[config.mk]
export PLATFORM = sky130hd
export DESIGN_NAME = iterative_seq_gen
export DESIGN_NICKNAME = d
export VERILOG_FILES = /design/src/rtl/iterative_seq_gen.sv
export SDC_FILE = /design/constraint.sdc
export NUM_CORES = 1
export LEC_CHECK = 0
export ABC_AREA = 1
export BUFFER_PORTS_ARGS = -buffer_cell sky130_fd_sc_hd__clkbuf_2
export CAP_MARGIN = 20
export CELL_PAD_IN_SITES_DETAIL_PLACEMENT = 0
export CELL_PAD_IN_SITES_GLOBAL_PLACEMENT = 1
export CORE_MARGIN = 4
export CORE_UTILIZATION = 45
export DETAILED_ROUTE_END_ITERATION = 10
export GPL_ROUTABILITY_DRIVEN = 0
export PLACE_DENSITY = 0.89
export SKIP_LAST_GASP = 1
export SYNTH_ARGS = -nofsm -noshare
export SYNTH_HDL_FRONTEND = slang
export SYNTH_SLANG_ARGS = --single-unit
[constraint.sdc]
create_clock -name clk_i -period 3 [get_ports clk_i]
set_clock_uncertainty 0.05 [all_clocks]
set_input_delay 0 -clock clk_i [delete_from_list [all_inputs] [get_ports clk_i]]
set_output_delay 0 -clock clk_i [all_outputs]
set_load 0.02 [all_outputs]
[src/rtl/iterative_seq_gen.sv]
// Iterative generator for x(k) = x(k-1) + x(k-2) with Fibonacci (0,1) or Lucas (2,1) seeds.
// Latency: result valid in the cycle after edge E+max(n-1,0), where E is the start-sampling edge.
// Backpressure: none downstream; ready is high only in IDLE, and a start while busy is dropped.
//
// Ports:
//   clk_i    clock, all state on posedge
//   rst_i    synchronous active-high reset (abandons any run in progress)
//   start_i  request, sampled only while ready_o=1
//   n_i      term index, latched with start
//   mode_i   0 = Fibonacci seeds, 1 = Lucas seeds, latched with start
//   ready_o  high in IDLE only
//   valid_o  one-cycle pulse when out_o/ovf_o hold a new result
//   out_o    result register, saturates to all-ones on overflow
//   ovf_o    result saturated, updated together with out_o
module iterative_seq_gen #(
    parameter int W  = 16,
    parameter int NW = 6
) (
    input  logic          clk_i,
    input  logic          rst_i,
    input  logic          start_i,
    input  logic [NW-1:0] n_i,
    input  logic          mode_i,
    output logic          ready_o,
    output logic          valid_o,
    output logic [W-1:0]  out_o,
    output logic          ovf_o
);

    typedef enum logic [1:0] {
        S_IDLE = 2'b00,
        S_RUN  = 2'b01,
        S_DONE = 2'b10
    } state_t;

    state_t        state_q, state_d;
    logic [W-1:0]  prev_q, prev_d;
    logic [W-1:0]  cur_q, cur_d;
    logic [NW-1:0] count_q, count_d;
    logic [NW-1:0] nl_q, nl_d;
    logic          sat_q, sat_d;
    logic [W-1:0]  out_q, out_d;
    logic          ovf_q, ovf_d;

    // One extra bit on the sum exposes the carry used for saturation.
    logic [W:0]    sum;
    logic [W-1:0]  seed0;
    logic [NW-1:0] count_inc;

    assign sum       = {1'b0, cur_q} + {1'b0, prev_q};
    assign seed0     = mode_i ? W'(2) : '0;
    assign count_inc = count_q + NW'(1);

    always_comb begin
        state_d = state_q;
        prev_d  = prev_q;
        cur_d   = cur_q;
        count_d = count_q;
        nl_d    = nl_q;
        sat_d   = sat_q;
        out_d   = out_q;
        ovf_d   = ovf_q;
        case (state_q)
            S_IDLE: begin
                if (start_i) begin
                    // The mode only selects seeds, so it is fully captured in prev/cur here.
                    nl_d    = n_i;
                    prev_d  = seed0;
                    cur_d   = W'(1);
                    count_d = NW'(1);
                    sat_d   = 1'b0;
                    if (n_i <= NW'(1)) begin
                        // n=0 returns seed0, n=1 returns seed1 (1 in both modes).
                        state_d = S_DONE;
                        out_d   = (n_i == '0) ? seed0 : W'(1);
                        ovf_d   = 1'b0;
                    end else begin
                        state_d = S_RUN;
                    end
                end
            end
            S_RUN: begin
                prev_d  = cur_q;
                count_d = count_inc;
                // Once saturated, stay saturated even if the modulo sum would look small.
                if (sum[W] || sat_q) begin
                    cur_d = '1;
                    sat_d = 1'b1;
                end else begin
                    cur_d = sum[W-1:0];
                end
                if (count_inc == nl_q) begin
                    state_d = S_DONE;
                    out_d   = cur_d;
                    ovf_d   = sat_d;
                end
            end
            S_DONE: begin
                state_d = S_IDLE;
            end
            default: begin
                state_d = S_IDLE;
            end
        endcase
    end

    always_ff @(posedge clk_i) begin
        if (rst_i) begin
            state_q <= S_IDLE;
            prev_q  <= '0;
            cur_q   <= '0;
            count_q <= '0;
            nl_q    <= '0;
            sat_q   <= 1'b0;
            out_q   <= '0;
            ovf_q   <= 1'b0;
        end else begin
            state_q <= state_d;
            prev_q  <= prev_d;
            cur_q   <= cur_d;
            count_q <= count_d;
            nl_q    <= nl_d;
            sat_q   <= sat_d;
            out_q   <= out_d;
            ovf_q   <= ovf_d;
        end
    end

    assign ready_o = (state_q == S_IDLE);
    assign valid_o = (state_q == S_DONE);
    assign out_o   = out_q;
    assign ovf_o   = ovf_q;

endmodule

==> results of run 1 <==
==> state kept, by name, summed over array words and instances (netlist names) <==
signal	flops
cur_q	16
out_o	16
prev_q	16
count_q	6
nl_q	6
state_q	2
ovf_o	1
sat_q	1
==> stage by stage <==
step / util / hold WS [ns] / setup WS [ns]
floorplan: - / 0.0922 / 0.990
global placement: 0.484 / 0.221 / 0.863
detailed placement: 0.484 / 0.221 / 0.790
CTS: 0.513 / 0.00556 / 0.783
global route: 0.513 / 0.0204 / 0.508
finish: 0.513 / 0.0166 / 0.756
==> tightest hold or removal path: stages <==
cell	delay, ns
clkbuf_2	0.10
o21ai_0	0.13
a21oi_1	0.13
==> cell type report <==
cell class / count / share of cell area
repair buffers: 38 / 0.0543
multi-input cells: 435 / 0.478
clock buffers: 11 / 0.0337
inverters: 97 / 0.0868
clock inverters: 4 / 0.0107
well taps: 105 / 0.0313
flip-flops and latches: 64 / 0.305
==> placed cells by master (no fill, tap or decap), drive strengths merged, types with 2 or more instances in the layout <==
cell type,count
a21oi,47
nor3,5
ha,17
clkinv,3
dfxtp,64
nor2,69
inv,97
a31oi,3
nand2,225
nand3b,2
or2,2
nand3,36
nand4,3
xor2,4
dlygate4sd3,5
clkbuf,39
o21ai,18
buf,5
==> worst max-delay path by stage <==
stage / cells after the start / from / endpoint
6_report: 11 / prev_q[0] / cur_q[6]
5_1_grt: 11 / prev_q[0] / cur_q[4]
4_1_cts: 11 / prev_q[0] / cur_q[4]
3_5_place_dp: 11 / prev_q[0] / cur_q[6]
3_3_place_gp: 11 / prev_q[0] / cur_q[4]
2_1_floorplan: 11 / prev_q[0] / cur_q[4]
==> power by group <==
group / internal (mW) / switching (mW)
Combinational: 0.0964 / 0.214
Clock: 0.398 / 0.331
Sequential: 0.893 / 0.0282
Total: 1.39 / 0.573
==> cells by family after synthesis <==
family                     after synthesis  synth area share
and+or+nand+nor                        343             0.368
adders and majority gates               18            0.0621
xor gates and xnor gates                 4           0.00934
buffers and inverters                  117             0.123
AOI/OAI and AO/OA                       70            0.0958
DFF                                     64             0.342
==> layer usage <==
layer	share of wire	up-vias	wire length, um
met5	0	-	0
met4	0.026	0	240
met3	0.035	21	316
met2	0.49	69	4450
met1	0.45	1591	4080
li1	-	1942	-
==> flow_summary.ini, run 1 <==
[yosys]
synth_top_flop_cell = dfxtp_1
synth_top_area_frac = 0.342
synth_top_cell_by_area = dfxtp_1
syn_avg_cell_area_um2 = 6.09
synth-edff-count = 0
yosysMostFrequentCell = nand2_1
netlist_instances = 616
synth-seq-area-share = 0.342
synth-warning-count = 0
netlist_area_mm2 = 0.00375
synth_cell_types = 26
async_flop_share = 0
synth_common_cells = nand2_1 (223), inv_1 (97), nor2_1 (66)
netlist_top_cells_area = dfxtp_1 (34%), nand2_1 (22%), inv_1 (9.7%)
ys_ff_latch = 64
synth_fp_nets = 644

[floorplan]
die_w_um = 99.3
die_height_um = 99.3
dieArea_mm2 = 0.00986
boundaryPins = 29
fp.coreArea_mm2 = 0.00818
rows = 33
initial_core_util = 0.459

[cells_and_area]
final_area_mm2 = 0.00420
multiInputGateArea_mm2 = 0.00201
layout-drive-gt1-share = 0.0832
areaGrowthSynthToFinish_pct = 11.9
regArea_mm2 = 0.00128
antenna_cells = 0
fillerInstances = 843
fin_cells = 754
fin_nets = 673

[global_route]
busiest_layer = met2
grt_pass1_wl_mm = 15.5
grt_max_degree = 36
grt_util_all_layers = 0.195
grt_pass1_vias = 3368
grt_use_met3 = 0.0379
antenna_found_initial = 0
grt_util_met2 = 0.339
grt.met1_usage = 0.235
overflow = 0

[placed_design]
dpl_cell_area_mm2 = 0.00396
io_buffers = 28
dp_hpwl_mm = 6.67
dp.cells = 734

[min_path]
hold_depth = 3
worstHoldStart = n_i[5]
holdPathEnd = nl_q[5]
hold_class = input pin to flop

[power_and_ir_drop]
leakage_nw = 2.25
power.density_mw_per_mm2 = 467
finalPower_mw = 1.96
ir_drop_uv = 280

[setup_path]
worstSetupStartpointType = flop
cp_slowest_cell = fa_1
worstSetupPathType = flop to flop
cp_max_fo = 21
cp-end-kind = flop
cp_data_required_time_ns = 3.19
r2r_cells = 11
r2r-start = prev_q[0]
critical-path-max-stage-delay_ns = 0.43
worstPathArrival_ns = 2.43
cp_top_family = adder cells
r2r-end = cur_q[6]
worst-path-buf-inv = 2
rrSetupSlack_ns = 0.76
cp_cell_sequence = ha_1 > fa_1 > nand2_1 > nand2_1 > nand3_1 > a21oi_1 > o21ai_1 > buf_4 > o21ai_1 > o21ai_0 > inv_1

[timing]
max_slew_margin = 0.357
fin_crit_ns = 2.24
setup_viol = 0
rsz0062_at_grt = false
finalSetupTns_ns = 0
post-route-period-util = 0.748
hold_viol = 0
tightest_slew_ns = 0.963
fmax_mhz = 446
drv_slew = 0

[cts]
cts_tree = built
cts-root-buf = clkbuf_8
clk_pin_slew_ns = 0.07
cts.sinks = 64
clkLatencyLatePin_ns = 0.34
clk_path_buf_depth = 2
post_cts_buffers = 0
cts_hold_buf = 5
cts_inserted_buffers = 9
post_cts_resized = 0
htreeDepth = 3

[drt]
drtAntennaViolNets = 0
viasPerCell = 4.81
dr.pass1.iters = 4
post_drt_wl_per_cell_um = 12.1
drt_iter0_drc = 135
drt_wl_total_mm = 9.09
vias = 3623
drc = 0

[run]
maxCapViolCount = 0

[run_status]
status = finished, final reports clean
Note: power is estimated with default switching activity, not from simulation.
==> run 2: changes to the inputs <==
Settings changed: CORE_UTILIZATION 45 to 38, PLACE_DENSITY 0.89 to 0.8.
Clock period 3 ns to 1.8 ns, I/O delays scaled along.
==> flow_summary.ini, run 2 (synthesis gave the netlist of run 1 again) <==
[run_status]
status = complete, but fails checks
failed_checks = negative setup slack

[placed_design]
dp_hpwl_mm = 7.81
io_buffers = 28
dpl_worst_slack_ns = -0.304
dpl_cell_area_mm2 = 0.00460

[cells_and_area]
layout_commonest_cell = nand2_1
fin_nets = 759
antenna_cells = 0
layout-drive-gt1-share = 0.283
fillerInstances = 909
final_util = 0.567
final_area_mm2 = 0.00534
final_cell_mix = nand2_1 (202), inv_1 (96), buf_4 (80)
areaGrowthSynthToFinish_pct = 42.4

[setup_path]
cp_cell_sequence = ha_4 > fa_2 > nand2_2 > nand2_2 > nand3_2 > a21oi_2 > o21ai_2 > buf_4 > buf_8 > nand2_2 > o21ai_1 > inv_1
worstSetupPathType = flop to flop
critical-path-max-stage-delay_ns = 0.35
cp_max_fo = 5
cp_top_family = adder cells
worstPathArrival_ns = 2.20
cp_data_required_time_ns = 1.99
r2r_cells = 12
cp_slowest_cell = fa_2
cp_common_cell = nand2_2
rrSetupSlack_ns = -0.21
worstSetupStartpointType = flop
r2r-end = cur_q[9]
worst-path-buf-inv = 3
cp-end-kind = flop
r2r-start = prev_q[0]

[cts]
cts_inserted_buffers = 9
clk_path_buf_depth = 2
htreeDepth = 3
cts.sinks = 64
clk_pin_slew_ns = 0.08
cts_tree = built
clkLatencyLatePin_ns = 0.35
cts-root-buf = clkbuf_8

[run]
maxCapViolCount = 0

[power_and_ir_drop]
intPower_mw = 2.37
ir_drop_uv = 337
seqPwrFrac = 0.444
p_clk_frac = 0.356
leakage_nw = 2.70
swShare = 0.318
netSwitchingPower_mw = 1.10
power.density_mw_per_mm2 = 650
combPwrFrac = 0.199

[drt]
dr.pass1.iters = 4
drtAntennaViolNets = 0
vias = 4055
drt_iter0_drc = 187
drt_wl_total_mm = 11.3
viasPerCell = 4.69
post_drt_wl_per_cell_um = 13.1
drc = 0

[floorplan]
rows = 35
initial_core_util = 0.398
die_height_um = 107
fp.coreArea_mm2 = 0.00942
die_w_um = 107
dieArea_mm2 = 0.0115
boundaryPins = 29

[timing]
rsz0062_at_grt = true
drv_slew = 0
post-route-period-util = 1.12
fmax_mhz = 498
max_slew_margin = 0.576
setup_viol = 34
whs_ns = 0.0159
setup_ws_ns = -0.209
fin_crit_ns = 2.01
hold_viol = 0
finalSetupTns_ns = -4.37
tightest_slew_ns = 0.636

[global_route]
grt_max_degree = 36
grt_pass1_vias = 4053
grt_util_all_layers = 0.205
grt_pass1_wl_mm = 18.7
antenna_found_initial = 0
overflow = 0

[min_path]
worstHoldStart = start_i
hold_class = input pin to flop
holdPathEnd = state_q[0]
hold_depth = 5
[run 2: cell types whose count changed in the layout (fill, tap and decap cells not counted), moves of 11 or more]
cell,delta
buf_4,+75
nand2_1,-21
nand2_2,+18
ha_1,-11
ha_4,+11
[run 2: worst max-delay path by stage]
stage,end,start,cells after the start
after floorplan,cur_q[4],cur_q[0],11
after global routing,out_o[1],prev_q[0],12
final,cur_q[9],prev_q[0],12
after global placement,out_o[14],prev_q[0],15
after detailed placement,out_o[14],prev_q[0],15
after CTS,cur_q[9],prev_q[0],12
[run 2: layer usage]
layer	GRT usage	part of all wire	wire length, um
met5	0	0	0
met4	0.0613	0.019	214
met3	0.0354	0.022	252
met2	0.387	0.52	5900
met1	0.232	0.44	4980
[run 2: repair_timing]
action | in CTS | in global routing
pin swaps | 34 | 4
endpoints found under the setup margin | 35 | 36
gates resized for setup | 58 | 22
hold buffers | 6 | 0
setup buffers | 7 | 4
cloned | 4 | 0
hold endpoints to repair | 6 | 0
[run 2: cell type report]
class	count	area, um^2	area share
inverter	97	364	0.0682
sequential	64	1290	0.242
multi-input combinational	438	2420	0.452
tap	129	161	0.0302
clock buffer	10	128	0.0239
timing repair buffer	121	918	0.172
clock inverter	6	60.1	0.0112
[run 2: worst reg2reg max path, delay by kind of cell, from the launching register on]
family,cells,cell delay [ns]
flip-flops,1,0.34
AO/OA/AOI/OAI,3,0.37
adder cells (fa/ha/maj),2,0.51
buffers and inverters,3,0.33
AND/OR/NAND/NOR,4,0.29
[run 2: power by group through the flow]
stage	Clock (mW)	Combinational, mW	Sequential [mW]
floorplan	0	0.332	1.61
global placement	0	0.571	1.57
detailed placement	0	0.579	1.57
CTS	1.27	0.683	1.54
global route	1.32	0.764	1.55
finish	1.24	0.692	1.54
[run 2: stage by stage]
stage | power (mW) | std cells
detailed placement | 2.15 | 828
CTS | 3.49 | 861
global placement | 2.14 | 828
floorplan | 1.94 | 616
finish | 3.47 | 865
global route | 3.63 | 865
==> run 3: changes to the inputs <==
--- a/constraint.sdc
+++ b/constraint.sdc
@@ -3,3 +3,3 @@
 set_input_delay 0 -clock clk_i [delete_from_list [all_inputs] [get_ports clk_i]]
 set_output_delay 0 -clock clk_i [all_outputs]
-set_load 0.02 [all_outputs]
+set_load 0.01 [all_outputs]
==> flow_summary.ini, run 3 (synthesis gave the netlist of run 1 again) <==
[global_route]
antenna_found_initial = 0
busiest_layer = met2
grt_pass1_wl_mm = 18.3
grt_util_all_layers = 0.199
grt_max_degree = 36
grt.met1_usage = 0.241
grt_use_met3 = 0.0330
grt_pass1_vias = 3935
overflow = 0
grt_util_met2 = 0.365

[cells_and_area]
areaGrowthSynthToFinish_pct = 43.0
regArea_mm2 = 0.00129
antenna_cells = 0
fin_nets = 748
layout-drive-gt1-share = 0.283
layout_commonest_cell = nand2_1
final_cell_mix = nand2_1 (198), inv_1 (94), buf_4 (63)
fillerInstances = 892
multiInputGateArea_mm2 = 0.00251

[timing]
setup_viol = 35
drv_slew = 0
fin_crit_ns = 2.02
setup_ws_ns = -0.221
hold_viol = 0
fmax_mhz = 495
max_slew_margin = 0.726
whs_ns = 0.0337
finalSetupTns_ns = -4.33
rsz0062_at_grt = true
tightest_slew_ns = 0.410
post-route-period-util = 1.12

[drt]
drt_iter0_drc = 202
drt_wl_total_mm = 11.1
post_drt_wl_per_cell_um = 13.0
drc = 0
vias = 3977
viasPerCell = 4.66
drtAntennaViolNets = 0
dr.pass1.iters = 4

[setup_path]
cp_data_required_time_ns = 1.97
worstSetupStartpointType = flop
cp-end-kind = flop
worstSetupPathType = flop to flop
worstPathArrival_ns = 2.19
cp_max_fo = 8

[power_and_ir_drop]
leakage_nw = 2.68
ir_drop_uv = 454
power.density_mw_per_mm2 = 652
finalPower_mw = 3.49

[floorplan]
die_w_um = 107
rows = 35
initial_core_util = 0.398
die_height_um = 107
boundaryPins = 29
dieArea_mm2 = 0.0115
fp.coreArea_mm2 = 0.00942

[cts]
clk_pin_slew_ns = 0.09
clkLatencyLatePin_ns = 0.35
cts_inserted_buffers = 9
cts.sinks = 64
cts_tree = built
cts-root-buf = clkbuf_8
htreeDepth = 3
clk_path_buf_depth = 2

[placed_design]
dpl_worst_slack_ns = -0.343
dp_hpwl_mm = 7.42
io_buffers = 28

[min_path]
hold_class = input pin to flop

[run]
maxCapViolCount = 0

[run_status]
status = complete, but fails checks
failed_checks = negative setup slack
==> run 3: cell count changes in the layout (fill, tap and decap cells not counted), sizes merged <==
cell         previous run  this run
nand2                 228       229
clkbuf                 38        37
clkinv                  3         2
inv                    97        98
dlygate4sd3             6         7
buf                    87        74
clkinvlp                2         3
==> run 3: stage by stage <==
step / cell area [um^2] / cells / utilization
after global routing: 5360 / 854 / 0.570
after global placement: 4530 / 820 / 0.481
after floorplan: 3790 / 616 / -
final: 5360 / 854 / 0.570
after detailed placement: 4530 / 820 / 0.481
after CTS: 5190 / 850 / 0.551
==> run 3: critical path, cell delays in order (launching register included) <==
cell,delay [ns]
dfxtp_2,0.34
ha_4,0.16
fa_2,0.35
nand2_2,0.08
nand2_2,0.07
nand3_4,0.09
a21oi_4,0.07
o21ai_4,0.19
buf_6,0.17
buf_12,0.13
nand2_4,0.05
a21oi_2,0.09
nor2_1,0.05
==> run 3: worst paths after layout <==
kind                            startpoint         end  slack [ns]  depth (start not counted)
worst min register to register  prev_q[12]  prev_q[12]        0.42                          2
worst min-delay path               start_i     nl_q[1]        0.03                          4
worst max register to register    cur_q[0]    cur_q[3]       -0.22                         12
worst max-delay path              cur_q[0]    cur_q[3]       -0.22                         12
==> run 3: timing repair <==
action,in CTS,in global routing
endpoints found under the setup margin,35,36
hold buffers,7,0
cloned,4,0
pin swaps,20,12
setup buffers,3,5
hold endpoints to repair,8,0
gates resized for setup,67,31
==> run 3: final cells by class <==
cell class,instances,area share
sequential,64,0.240
inverter,97,0.0679
clock buffer,9,0.0231
timing repair buffer,109,0.157
tap,129,0.0301
multi-input combinational,439,0.468
clock inverter,7,0.0133
==> run 3: metal layers <==
layer,vias up,part of all wire
li1,2103,-
met5,-,0
met1,1808,0.45
met4,0,0.013
met3,14,0.022
met2,52,0.51
==> run 3: power breakdown <==
part	switching, mW	internal, mW	leakage [nW]
clock	0.615	0.639	0.0916
sequential	0.0484	1.49	0.522
combinational	0.440	0.261	2.06
total	1.10	2.39	2.68
